## config.mk

```make
export PLATFORM = sky130hd
export DESIGN_NAME = fifo_rd_stream
export DESIGN_NICKNAME = d
export VERILOG_FILES = /design/src/rtl/fifo_rd_stream.sv
export SDC_FILE = /design/constraint.sdc
export NUM_CORES = 1
export LEC_CHECK = 0
export BUFFER_PORTS_ARGS = -buffer_cell sky130_fd_sc_hd__clkbuf_2
export CAP_MARGIN = 20
export CORE_MARGIN = 2
export CORE_UTILIZATION = 49
export CTS_CLUSTER_SIZE = 25
export DETAILED_ROUTE_END_ITERATION = 7
export HOLD_SLACK_MARGIN = 0.03
export PLACE_DENSITY_LB_ADDON = 0.15
export SETUP_SLACK_MARGIN = 0.5
export SKIP_CTS_REPAIR_TIMING = 1
export SYNTH_ARGS = -nofsm -noshare
export SYNTH_HDL_FRONTEND = slang
export SYNTH_SLANG_ARGS = --single-unit
export TNS_END_PERCENT = 50
```

## constraint.sdc

```tcl
create_clock -name rd_clk -period 1.79 [get_ports rd_clk]
set_input_delay 0.2685 -clock rd_clk [delete_from_list [all_inputs] [get_ports rd_clk]]
set_output_delay 0.2685 -clock rd_clk [all_outputs]
set_load 0.01 [all_outputs]
```

## src/rtl/fifo_rd_stream.sv

```systemverilog
// rtl/fifo_rd_stream.sv - read-side FIFO consumer: credit-based pop, 3-entry skid buffer, valid/ready stream out
module fifo_rd_stream #(
  parameter int WIDTH = 8,
  parameter int CNT_W = 16
) (
  input  logic             rd_clk,
  input  logic             rd_rst_n,
  input  logic             fifo_empty,
  input  logic [WIDTH-1:0] fifo_rd_data,
  output logic             fifo_rd_en,
  input  logic             flush,
  output logic             m_valid,
  output logic [WIDTH-1:0] m_data,
  input  logic             m_ready,
  output logic [1:0]       occupancy,
  output logic [CNT_W-1:0] beat_cnt
);

  logic [WIDTH-1:0] r_buf [3];
  logic [1:0]       r_wr_idx;
  logic [1:0]       r_rd_idx;
  logic [1:0]       r_occupancy;
  logic             r_inflight;
  logic [CNT_W-1:0] r_beat_cnt;

  logic             w_credit;
  logic             w_capture;
  logic             w_pop;
  logic [1:0]       w_occ_next;

  function automatic logic [1:0] f_inc(input logic [1:0] idx);
    return (idx == 2'd2) ? 2'd0 : idx + 2'd1;
  endfunction

  // An in-flight word already owns a slot, so it counts against the credit.
  assign w_credit   = ({1'b0, r_occupancy} + {2'b00, r_inflight}) < 3'd3;
  assign fifo_rd_en = rd_rst_n & ~fifo_empty & ~flush & w_credit;
  assign w_capture  = r_inflight & ~flush;
  assign m_valid    = (r_occupancy != 2'd0);
  assign w_pop      = m_valid & m_ready;
  assign occupancy  = r_occupancy;
  assign beat_cnt   = r_beat_cnt;

  always_comb begin
    m_data = r_buf[0];
    for (int i = 1; i < 3; i++) begin
      if (r_rd_idx == 2'(i)) m_data = r_buf[i];
    end
  end

  always_comb begin
    w_occ_next = r_occupancy;
    if (w_capture && !w_pop) begin
      w_occ_next = r_occupancy + 2'd1;
    end else if (!w_capture && w_pop) begin
      w_occ_next = r_occupancy - 2'd1;
    end
  end

  always_ff @(posedge rd_clk or negedge rd_rst_n) begin
    if (!rd_rst_n) begin
      for (int i = 0; i < 3; i++) r_buf[i] <= '0;
      r_wr_idx    <= 2'd0;
      r_rd_idx    <= 2'd0;
      r_occupancy <= 2'd0;
      r_inflight  <= 1'b0;
      r_beat_cnt  <= '0;
    end else begin
      r_inflight <= fifo_rd_en & ~fifo_empty;
      if (w_pop) r_beat_cnt <= r_beat_cnt + CNT_W'(1);
      if (flush) begin
        r_occupancy <= 2'd0;
        r_wr_idx    <= 2'd0;
        r_rd_idx    <= 2'd0;
      end else begin
        r_occupancy <= w_occ_next;
        if (w_capture) begin
          for (int i = 0; i < 3; i++) begin
            if (r_wr_idx == 2'(i)) r_buf[i] <= fifo_rd_data;
          end
          r_wr_idx <= f_inc(r_wr_idx);
        end
        if (w_pop) r_rd_idx <= f_inc(r_rd_idx);
      end
    end
  end

  a_no_overflow: assert property (@(posedge rd_clk) disable iff (!rd_rst_n)
    !(w_capture && (r_occupancy == 2'd3)));

endmodule

```

== Word level (Yosys, flattened, before mapping) ==
Index checks and enable logic that the tools add are counted.
W data, S select, Z words.

* Bits in registers: 47
* Output and inout port bits: 28
* Logic and storage cells: 50
* Bits of input ports: 13

* Add/sub/neg operators: 6
* Reductions and logical operators: 12
* Order comparisons: 1
* Eq/ne operators: 4
* Muxes and demuxes: 11
* Bitwise logic cells: 8

{| class="wikitable"
|+ Operators by type and width
! operator !! count
|-
| $mux W2 || 9
|-
| $add A16 B1 Y16 const B || 1
|-
| $mux W8 || 2
|-
| $reduce_and A3 Y1 || 3
|-
| $add A2 B1 Y2 const B || 3
|-
| $and A1 B1 Y1 || 6
|-
| $reduce_bool A2 Y1 || 3
|-
| $eq A2 B1 Y1 const B || 2
|-
| $eq A2 B2 Y1 const B || 2
|-
| $add A2 B1 Y3 || 1
|-
| $lt A3 B2 Y1 const B || 1
|-
| $reduce_bool A3 Y1 || 1
|-
| $logic_and A1 B1 Y1 || 2
|-
| $logic_not A1 Y1 || 2
|-
| $logic_not A2 Y1 || 1
|-
| $not A1 Y1 || 2
|-
| $sub A2 B1 Y2 const B || 1
|}

== Depth between registers and ports, before layout ==
* Word-level depth: 7
* Mapped depth: 6
* Gate-level depth less buffers: 5

== Least setup slack after synthesis ==
Ideal clock, no wire load.

* Path kind: register to output
* Start: register r_occupancy[0], in the netlist occupancy[0]
* End: output fifo_rd_en
* Cell stages (with the launch flop): 5
* Arrival time: 1.685 ns
* Path slack: -0.164 ns
* Path through: dfrtp_1 ha_1 ha_1 or4b_2 a21oi_1

* Longest elaborated chain between the ends: 3

{| class="wikitable"
|+ RTL lines
! what !! RTL line !! RTL
|-
| start, declared || 22 || <nowiki>logic [1:0] r_occupancy;</nowiki>
|-
| start signal, assigned || 76 || <nowiki>r_occupancy <= w_occ_next;</nowiki>
|-
| $add A2 B1 Y3 || 36 || <nowiki>assign w_credit = ({1'b0, r_occupancy} + {2'b00, r_inflight}) < 3'd3;</nowiki>
|-
| $lt A3 B2 Y1 || 36 ||
|-
| $and A1 B1 Y1 || 37 || <nowiki>assign fifo_rd_en = rd_rst_n & ~fifo_empty & ~flush & w_credit;</nowiki>
|-
| end, declared || 10 || <nowiki>output logic fifo_rd_en,</nowiki>
|}

Every way passes these cells.

== Final worst setup path ==
* Start: register r_inflight
* End: output fifo_rd_en

* Longest elaborated chain between the ends: 3

{| class="wikitable"
|+ RTL lines
! what !! RTL line !! RTL
|-
| start, declared || 23 || <nowiki>logic r_inflight;</nowiki>
|-
| start signal, assigned || 69 || <nowiki>r_inflight <= fifo_rd_en & ~fifo_empty;</nowiki>
|-
| $add A2 B1 Y3 || 36 ||
|-
| $lt A3 B2 Y1 || 36 ||
|-
| $and A1 B1 Y1 || 37 ||
|}

Every way passes these cells.

==> summary.md <==
| Metric | Value |
|---|---|
| WP data required | `1.52 ns` |
| #FFs+latches synth | `47` |
| TritonCTS clock tree | `done` |
| IO Port Bufs | `40` |
| Placer Congestion | `0.716` |
| Leakage | `1.44 nW` |
| Post-Syn Nets | `199` |
| Global-route wire length before repair | `7520 um` |
| FF-to-FF Start | `r_inflight` |
| Post-synth top cells | `47 x dfrtp_1, 24 x mux2_2, 15 x a21oi_1, 15 x xnor2_1` |
| Final worst-path setup slack | `-0.300 ns` |
| Hold_ws | `0.117 ns` |
| Rows | `24` |
| # placed instances | `280` |
| Post-layout minimum cycle time | `2.09 ns` |
| Area leader, netlist | `dfrtp_1` |
| Hpwl dp | `3170 um` |
| Yosys cell types | `31` |
| Slew Limit Headroom | `60.9%` |
| Crit path DAT | `1.82 ns` |
| Startpoint types | `flop` |
| Routed vias | `1,693` |
| Synth Area per Inst | `12.2 um^2` |
| Die height | `71.6 um` |
| Peak supply drop | `0.000700 V` |
| Seq/Total Area, Yosys | `52.6%` |
| Top-count cell post-synth | `dfrtp_1` |
| Warnings from Yosys | `0` |
| Starting Density | `51.0%` |
| Number of nets in the layout | `266` |
| Layout cells sized above 1 | `62.2%` |
| CP max FO | `2` |
| Kind of critical path | `reg2out` |
| Clk Tree Root Cell | `clkbuf_8` |
| DRC viols | `0` |
| CORE AREA | `4380 um^2` |
| Worst Setup SP | `r_inflight` |
| Antenna violations before repair | `0` |
| Largest net degree at the start of global routing | `48` |
| GRT Overall Usage | `18.8%` |
| Clock buffer count from CTS | `5` |
| Die Wd | `71.6 um` |
| Crit. End Element | `output port` |
| Achievable Freq | `0.478 GHz` |
| Final Setup Violations | `1` |
| Pwr/cell area | `894 nW/um^2` |
| EDFF count, synth | `0` |
| Initial detailed-routing violation count | `61` |
| WL final | `5350 um` |
| Cells after synthesis | `183` |
| Run status | `finished, violations left` |
| Grt total ovfl | `0` |
| TritonRoute pass-1 iters | `4` |
| Max Clock Skew | `0.00736 ns` |
| Slew Viols, Final | `0` |
| Failing checks | `setup timing` |
| RSZ-0062 raised after global routing | `yes` |
| Routed len/inst | `17.7 um` |
| Final hold vios | `0` |
| Main flop type after synthesis | `dfrtp_1` |
| Antenna Cells | `0` |
| Reg clk slew, reported paths | `0.09 ns` |
| Worst Hold Class | `in2async` |
| Worst skew pair latency | `0.30 ns` |
| Layout area overhead | `44.8%` |
| Post-Syn Area | `2240 um^2` |
| H-tree depth | `2` |
| Synth area leaders | `dfrtp_1 53%, mux2_2 12%, xnor2_1 5.9%, mux2i_1 3.6%, a21oi_1 3.4%` |
| # IOs | `41` |
| Fillers | `310` |
| Longest Clk Path Bufs | `2` |
| Die area | `5120 um^2` |
| Async S/R FF share, synth | `100%` |
| Top cell type's share of synthesized area | `52.6%` |
| Vias in the first global route | `1,677` |
| Antenna Nets Post-Route | `0` |
| Slew @ Worst Pin | `0.586 ns` |
| Finished Layout Cells | `303` |
| CTS Sinks | `47` |
| Max_cap viols | `0` |
| Crit share post-route | `117%` |
| Via-per-instance ratio | `5.59` |
[registers in the layout, summed over array words and instances (netlist names)]
signal	cells
r_buf	24
beat_cnt	16
occupancy	2
r_rd_idx	2
r_wr_idx	2
r_inflight	1
[placed cells by master (no fill, tap or decap), types with 5 or more instances in the layout]
cell      netlist  layout
dfrtp_1        47      35
clkbuf_2        0      31
mux2_2         24      16
xnor2_1        15      14
buf_6           0      13
dfrtp_2         0      11
a21oi_1        15       9
nand2_1         9       8
mux2_4          0       8
buf_2           3       8
buf_4           1       7
clkbuf_8        0       6
mux2i_1         8       5
a211oi_2        0       5
a21oi_2         0       5
[power breakdown]
part	switching [mW]	internal [mW]
registers	0.151	1.20
clock network	0.344	0.452
logic	0.340	0.413
[layout make-up]
cell class | instances | area (um^2) | area share [%]
Clock buffer | 6 | 82.6 | 2.55
Sequential cell | 47 | 1190 | 36.9
Timing Repair Buffer | 66 | 539 | 16.7
Multi-Input combinational cell | 128 | 1310 | 40.6
Clock inverter | 2 | 35.0 | 1.08
Inverter | 2 | 7.51 | 0.232
Tap cell | 52 | 65.1 | 2.01
[kinds of logic (layout without fill, tap and decap cells)]
logic type	count (synthesis)	after routing	synth area share, %
AND/OR/NAND/NOR	49	49	14.4
flip-flops	47	47	52.6
multiplexers	32	32	15.7
AO/OA/AOI/OAI	27	27	7.27
XOR/XNOR	17	17	6.66
buffers and inverters	8	76	1.68
adder cells (fa/ha/maj)	3	3	1.68
[through the flow]
stage / instance area (um^2) / utilization, % / setup TNS [ns] / setup WS, ns / total power, mW
2_1_floorplan: 2370 / - / 0 / 0.0863 / 1.71
3_3_place_gp: 2690 / 61.3 / 0 / 0.0591 / 1.90
3_5_place_dp: 2690 / 61.3 / 0 / 0.0196 / 1.94
4_1_cts: 2810 / 64.0 / -0.526 / -0.316 / 2.74
5_1_grt: 3240 / 73.8 / -0.372 / -0.344 / 3.06
6_report: 3240 / 73.8 / -0.300 / -0.300 / 2.90
[worst paths after layout]
check / end / slack [ns] / depth (start not counted)
setup reg to reg: r_inflight / 0.19 / 5
max in group asynchronous: r_rd_idx[1] / 1.24 / 2
setup / recovery: fifo_rd_en / -0.30 / 5
hold / removal: r_rd_idx[1] / 0.12 / 2
hold reg to reg: beat_cnt[15] / 0.48 / 1
min in group rd_clk: r_wr_idx[1] / 0.23 / 2
[worst max-delay path: stages, from the launching register on]
cell	delay, ns
dfrtp_2	0.43
ha_4	0.17
ha_4	0.15
or4b_4	0.53
a21oi_4	0.13
buf_6	0.11
[per-layer routing]
| metal | track usage [%] | vias up | part of all wire, % | wire length (um) |
|---|---|---|---|---|
| met1 | 22.7 | 849 | 41 | 2180 |
| met4 | 5.87 | 0 | 2.3 | 121 |
| met5 | 0 | - | 0 | 0 |
| met2 | 32.2 | 43 | 53 | 2860 |
| li1 | - | 789 | - | - |
| met3 | 5.91 | 12 | 3.6 | 190 |
(Power assumes the default switching activity.)
